<file path="config.mk">
export PLATFORM = sky130hd
export DESIGN_NAME = alu_result_streamer_flat
export DESIGN_NICKNAME = d
export VERILOG_FILES = /design/src/rtl/alu_result_streamer_if.sv /design/src/rtl/alu_result_streamer.sv /design/src/flat_wrapper.sv
export SDC_FILE = /design/constraint.sdc
export NUM_CORES = 1
export LEC_CHECK = 0
export BUFFER_PORTS_ARGS = -buffer_cell sky130_fd_sc_hd__buf_4
export CAP_MARGIN = 5
export CORE_AREA = 2 2 143 145
export CTS_BUF_LIST = sky130_fd_sc_hd__clkbuf_4 sky130_fd_sc_hd__clkbuf_8
export DETAILED_ROUTE_END_ITERATION = 8
export DIE_AREA = 0 0 145 147
export PLACE_DENSITY = 0.78
export SKIP_LAST_GASP = 1
export SLEW_MARGIN = 40
export SYNTH_ARGS = -nofsm -noshare
export SYNTH_HDL_FRONTEND = slang
export SYNTH_SLANG_ARGS = --single-unit
export TNS_END_PERCENT = 1
</file>
<file path="constraint.sdc">
create_clock -name clock -period 7.3 [get_ports clock]
set_input_delay 0.365 -clock clock [delete_from_list [all_inputs] [get_ports clock]]
set_output_delay 0.365 -clock clock [all_outputs]
set_load 0.01 [all_outputs]
</file>
<file path="src/rtl/alu_result_streamer_if.sv">
// Byte stream carrying framed alu results from the streamer to the host bridge.
// The master drives data/valid/last; the slave answers with ready.
interface alu_result_streamer_if;
  logic [7:0] out_data;
  logic       out_valid;
  logic       out_ready;
  logic       out_last;

  modport master (output out_data, output out_valid, output out_last, input out_ready);
  modport slave  (input out_data, input out_valid, input out_last, output out_ready);
endinterface

</file>
<file path="src/rtl/alu_result_streamer.sv">
// Captures an alu result on the rising edge of done and streams it as a
// header byte followed by the matrix (or determinant) payload.
module alu_result_streamer #(
  parameter int MAX_N = 5
) (
  input  logic                     clock,
  input  logic                     reset_n,
  input  logic                     done,
  input  logic [2:0]               opcode,
  input  logic [2:0]               matrix_size,
  input  logic [MAX_N*MAX_N*8-1:0] C_flat,
  input  logic [7:0]               number,
  input  logic                     overflow_flag,
  alu_result_streamer_if.master    stream,
  output logic                     busy,
  output logic                     missed
);

  localparam int NUM_ELEMS = MAX_N * MAX_N;
  localparam int IDX_W     = $clog2(NUM_ELEMS);

  typedef enum logic [1:0] {IDLE, HEADER, PAYLOAD} state_t;

  state_t           state;
  logic             done_q;
  logic [2:0]       row;
  logic [2:0]       col;

  logic [2:0]       sh_op;
  logic [2:0]       sh_n;
  logic [7:0]       sh_num;
  logic [7:0]       sh_elem [NUM_ELEMS];

  logic             done_rise;
  logic             capture;
  logic [2:0]       n_eff_in;
  logic [2:0]       next_row;
  logic [2:0]       next_col;
  logic [IDX_W-1:0] next_idx;
  logic             next_last;

  assign done_rise = done & ~done_q;
  assign capture   = (state == IDLE) && done_rise && (opcode != 3'b000);
  assign n_eff_in  = (matrix_size >= 3'd2 && matrix_size <= 3'(MAX_N)) ? matrix_size : 3'(MAX_N);

  // Position of the element that follows the one currently presented.
  always_comb begin
    next_row = row;
    next_col = col + 3'd1;
    if (col == sh_n - 3'd1) begin
      next_col = 3'd0;
      next_row = row + 3'd1;
    end
    next_idx  = IDX_W'(next_row) * IDX_W'(MAX_N) + IDX_W'(next_col);
    next_last = (next_row == sh_n - 3'd1) && (next_col == sh_n - 3'd1);
  end

  always_ff @(posedge clock) begin
    if (capture) begin
      sh_op  <= opcode;
      sh_n   <= n_eff_in;
      sh_num <= number;
      for (int i = 0; i < NUM_ELEMS; i++) begin
        sh_elem[i] <= C_flat[i*8 +: 8];
      end
    end
  end

  // out_valid is high in HEADER and PAYLOAD, so out_ready alone marks a transfer there.
  always_ff @(posedge clock or negedge reset_n) begin
    if (!reset_n) begin
      state            <= IDLE;
      done_q           <= 1'b1;
      row              <= 3'd0;
      col              <= 3'd0;
      stream.out_data  <= 8'd0;
      stream.out_valid <= 1'b0;
      stream.out_last  <= 1'b0;
      busy             <= 1'b0;
      missed           <= 1'b0;
    end else begin
      done_q <= done;
      missed <= done_rise && (state != IDLE);
      case (state)
        IDLE: begin
          if (capture) begin
            state            <= HEADER;
            stream.out_data  <= {opcode, n_eff_in, overflow_flag, 1'b0};
            stream.out_valid <= 1'b1;
            stream.out_last  <= 1'b0;
            busy             <= 1'b1;
          end
        end
        HEADER: begin
          if (stream.out_ready) begin
            state           <= PAYLOAD;
            row             <= 3'd0;
            col             <= 3'd0;
            stream.out_data <= (sh_op == 3'b111) ? sh_num : sh_elem[0];
            stream.out_last <= (sh_op == 3'b111);
          end
        end
        PAYLOAD: begin
          if (stream.out_ready) begin
            if (stream.out_last) begin
              state            <= IDLE;
              stream.out_data  <= 8'd0;
              stream.out_valid <= 1'b0;
              stream.out_last  <= 1'b0;
              busy             <= 1'b0;
            end else begin
              row             <= next_row;
              col             <= next_col;
              stream.out_data <= sh_elem[next_idx];
              stream.out_last <= next_last;
            end
          end
        end
        default: state <= IDLE;
      endcase
    end
  end

endmodule

</file>
<file path="src/flat_wrapper.sv">
// flat-port wrapper written by rule: the top's interface ports become plain ports
module alu_result_streamer_flat 
#(
  parameter int MAX_N = 5
)
  (clock, reset_n, done, opcode, matrix_size, C_flat, number, overflow_flag, busy, missed, stream_out_data, stream_out_valid, stream_out_last, stream_out_ready);
  alu_result_streamer_if stream_i ();
  input  logic clock;
  input  logic reset_n;
  input  logic done;
  input  logic [2:0] opcode;
  input  logic [2:0] matrix_size;
  input  logic [MAX_N*MAX_N*8-1:0] C_flat;
  input  logic [7:0] number;
  input  logic overflow_flag;
  output logic busy;
  output logic missed;
  output wire logic [$bits(stream_i.out_data)-1:0] stream_out_data;
  output wire logic [$bits(stream_i.out_valid)-1:0] stream_out_valid;
  output wire logic [$bits(stream_i.out_last)-1:0] stream_out_last;
  input wire logic [$bits(stream_i.out_ready)-1:0] stream_out_ready;
  assign stream_out_data = stream_i.out_data;
  assign stream_out_valid = stream_i.out_valid;
  assign stream_out_last = stream_i.out_last;
  assign stream_i.out_ready = stream_out_ready;
  alu_result_streamer #(.MAX_N(MAX_N)) u_core (.clock(clock), .reset_n(reset_n), .done(done), .opcode(opcode), .matrix_size(matrix_size), .C_flat(C_flat), .number(number), .overflow_flag(overflow_flag), .stream(stream_i), .busy(busy), .missed(missed));
endmodule
</file>
==> metrics.md <==
| Metric | Value |
|---|---|
| Run status | completed |
| Worst rel slew slack | 0.426 |
| Mapped Cells | 757 |
| Initial antenna violation count | 3 |
| Clock root cell | sky130_fd_sc_hd__clkbuf_8 |
| RSZ-0062 raised after global routing | no |
| Most common cell after layout, fill and taps aside | sky130_fd_sc_hd__buf_4 |
| DR WL/cell | 20.6 µm |
| Max Clock Skew | 0.0270 ns |
| Number of design rule violations left after detail routing | 0 |
| Transition time at the pin with the least slew margin | 0.862 ns |
| Hold violation count in the final report | 0 |
| Most used cells in the layout excluding fill and tap cells | sky130_fd_sc_hd__buf_4, sky130_fd_sc_hd__edfxtp_1, sky130_fd_sc_hd__dlygate4sd3_1, sky130_fd_sc_hd__nand2_1, sky130_fd_sc_hd__nand3_1 |
| Synth cell types | 47 |
| Clock period minus final worst setup slack | 5.10 ns |
| Die Ht | 147 µm |
| Element type at the critical path start | flip-flop |
| Pins over their slew limit | 0 |
| H-tree levels | 2 |
| Mean instance size in the synthesized netlist | 12.9 µm² |
| Layout net count | 1404 |
| Flops & latches, synth | 234 |
| Post-route worst hold slack | 0.0171 ns |
| Fmax | 196 MHz |
| DP HPWL | 17.4 mm |
| Worst path arrival time | 5.49 ns |
| Placer congestion estimate | 0.878 |
| Total clock buffers created by CTS | 39 |
| Count of synthesis-stage warnings from yosys | 0 |
| Worst setup path class | reg2reg |
| Horizontal die dimension | 145 µm |
| Layout cell share with drive strength beyond 1 | 0.260 |
| Place WS | 2.34 ns |
| Global-route usage over all layers | 0.279 |
| Routed via count divided by cell count | 5.48 |
| Maximum ir drop on the vdd rail | 0.285 mV |
| Met1 capacity usage during global routing | 0.339 |
| Detailed-routing iteration count for the pre-antenna-repair pass | 5 |
| Standby leakage power | 5.65 nW |
| Number of buffers on the longest clock path | 3 |
| Starting density of the core | 0.494 |
| Initial detailed-routing violation count | 965 |
| Area share of the largest cell type after synthesis | 0.656 |
| Core Util, Final | 0.723 |
| Maximum number of pins on one net before global-route repair | 97 |
| Total negative slack for setup checks | 0 ns |
| Synth area leader | sky130_fd_sc_hd__edfxtp_1 |
| Number of synthesized flops with an enable pin | 214 |
| WL final | 30.3 mm |
| CTS tree | built |
| Prevailing post-synth register cell | sky130_fd_sc_hd__edfxtp_1 |
| Latest clock arrival within the worst-skew pair | 0.55 ns |
| CTS clock-pin slew for the worst setup and hold paths | 0.06 ns |
| Num Clock Sinks | 234 |
| Data required time of the critical path | 7.69 ns |
| Vias | 8046 |
| Grt met3 use | 0.0562 |
| Number of primary I/O pins | 231 |
| Routed Antenna Nets | 0 |
| Power per cell area | 375 mW/mm² |
| First-pass GRT wire length | 45.4 mm |
| Vias in the first global route | 8253 |
| Global routing met2 resource utilization | 0.486 |
| Class of the most critical hold timing path | in2reg |
| Placeable core region | 0.0198 mm² |
| Congestion Overflow GR | 0 |
| Sort of element at the end of the critical path | flip-flop |
| Setup WS post-layout | 2.20 ns |
| Synthesized net count | 991 |
| Full die area | 0.0213 mm² |
| Share of the yosys chip area belonging to registers | 0.707 |
| Area growth from synthesis to layout | 46.5% |
| Gr busiest metal | met2 |
| Netlist Area Pre-Place | 0.00980 mm² |
| Fill count | 1276 |
| Port Buffers | 230 |
| Final setup fails | 0 |
| Largest fanout on the critical path | 28 |
| Area contributors post-synth | sky130_fd_sc_hd__edfxtp_1, sky130_fd_sc_hd__nand2_1, sky130_fd_sc_hd__dfrtp_1 |
| Fraction of registers with async set or reset after synthesis | 0.0855 |
| Tcrit/Tclk final | 0.699 |
| Total of max-cap violations | 0 |
| Floorplan row count | 52 |
| Count of buffers added by post-CTS timing repair for setup | 0 |
[stage by stage]
| step | total power, mW | instances | cell area [µm²] |
|---|---|---|---|
| detailed placement | 4.02 | 1222 | 11800 |
| global route | 5.68 | 1469 | 14400 |
| floorplan | 3.32 | 757 | 9800 |
| global placement | 3.96 | 1220 | 11800 |
| finish | 5.39 | 1469 | 14400 |
| CTS | 5.18 | 1458 | 14200 |
[cells by family after synthesis]
logic type,Yosys count,synth area share
AO/OA/AOI/OAI,115,0.0741
XOR/XNOR,14,0.0156
adder cells (fa/ha/maj),15,0.0199
buffers and inverters,52,0.0217
flip-flops,234,0.707
multiplexers,15,0.0161
AND/OR/NAND/NOR,312,0.146
[worst max-delay path, stage by stage (launching register included)]
cell,delay (ns)
sky130_fd_sc_hd__edfxtp_1,0.51
sky130_fd_sc_hd__inv_1,0.11
sky130_fd_sc_hd__ha_1,0.25
sky130_fd_sc_hd__xor3_1,0.42
sky130_fd_sc_hd__nor3_1,0.20
sky130_fd_sc_hd__buf_4,0.22
sky130_fd_sc_hd__nand2_1,0.13
sky130_fd_sc_hd__xnor2_1,0.15
sky130_fd_sc_hd__ha_1,0.28
sky130_fd_sc_hd__ha_1,0.32
sky130_fd_sc_hd__fa_1,0.73
sky130_fd_sc_hd__nor2_4,0.16
sky130_fd_sc_hd__buf_16,0.20
sky130_fd_sc_hd__and3_1,0.20
sky130_fd_sc_hd__a31oi_1,0.16
sky130_fd_sc_hd__nand3_1,0.10
sky130_fd_sc_hd__nor4_1,0.59
sky130_fd_sc_hd__o32ai_1,0.18
[layout make-up]
| cell class | count | area [µm²] | area share |
|---|---|---|---|
| Timing Repair Buffer | 414 | 3620 | 0.252 |
| Clock inverter | 14 | 73.8 | 0.00514 |
| Sequential cell | 234 | 6930 | 0.483 |
| Antenna cell | 3 | 7.51 | 0.000523 |
| Clock buffer | 53 | 648 | 0.0452 |
| Tap cell | 270 | 338 | 0.0235 |
| Inverter | 10 | 37.5 | 0.00262 |
| Multi-Input combinational cell | 471 | 2700 | 0.188 |
[worst paths after layout]
kind / startpoint / cells past startpoint / endpoint / slack [ns]
worst min register to register: u_core.state[0]$_DFFE_PN0P_ / 1 / u_core.state[0]$_DFFE_PN0P_ / 0.55
worst max-delay path: u_core.sh_n[0]$_DFFE_PP_ / 17 / u_core.stream.out_data[5]$_DFFE_PN0P_ / 2.20
worst min-delay path: C_flat[45] / 1 / u_core.sh_elem[5][5]$_DFFE_PP_ / 0.02
max in group asynchronous: reset_n / 2 / u_core.done_q$_DFF_PN1_ / 6.74
worst max register to register: u_core.sh_n[0]$_DFFE_PP_ / 17 / u_core.stream.out_data[5]$_DFFE_PN0P_ / 2.20
min in group asynchronous: reset_n / 2 / u_core.stream.out_data[0]$_DFFE_PN0P_ / 0.26
[where the power goes]
group          internal [mW]  switching (mW)  total [mW]  leakage, nW
logic                  0.906            1.62        2.53         3.08
registers               1.66          0.0916        1.75         2.20
clock network          0.577           0.530        1.11        0.374
total                   3.14            2.24        5.39         5.65
[synthesized netlist by cell type, types with 6 or more instances]
cell type,instances
sky130_fd_sc_hd__a31oi_1,14
sky130_fd_sc_hd__o21ai_0,19
sky130_fd_sc_hd__a41oi_1,8
sky130_fd_sc_hd__buf_2,11
sky130_fd_sc_hd__mux2i_1,9
sky130_fd_sc_hd__inv_1,10
sky130_fd_sc_hd__nand2b_1,8
sky130_fd_sc_hd__and3_1,13
sky130_fd_sc_hd__nor2_1,26
sky130_fd_sc_hd__buf_1,9
sky130_fd_sc_hd__nand3_1,79
sky130_fd_sc_hd__xnor2_1,7
sky130_fd_sc_hd__mux2_2,6
sky130_fd_sc_hd__ha_1,14
sky130_fd_sc_hd__clkbuf_1,21
sky130_fd_sc_hd__a21oi_1,45
sky130_fd_sc_hd__dfrtp_1,19
sky130_fd_sc_hd__edfxtp_1,214
sky130_fd_sc_hd__nand2_1,145
sky130_fd_sc_hd__nor4_1,16
sky130_fd_sc_hd__nor2b_1,11
[metal layers]
metal | up-vias | share of wire
met1 | 3873 | 0.37
met5 | - | 0
li1 | 3644 | -
met3 | 79 | 0.082
met2 | 450 | 0.51
met4 | 0 | 0.038
[sequential cells by signal (all words and copies together), names as in the netlist]
name                     cells
u_core.sh_elem             200
u_core.sh_num                8
u_core.stream.out_data       8
u_core.col                   3
u_core.row                   3
u_core.sh_n                  3
u_core.sh_op                 3
u_core.state                 2
u_core.done_q                1
u_core.missed                1
u_core.stream.out_last       1
u_core.stream.out_valid      1
[repair_timing]
action                                 CTS  global route
gates resized for setup                  0             0
hold buffers                           169             6
endpoints found under the hold margin  188             6
No activity file was read; power rests on OpenSTA's default activity.
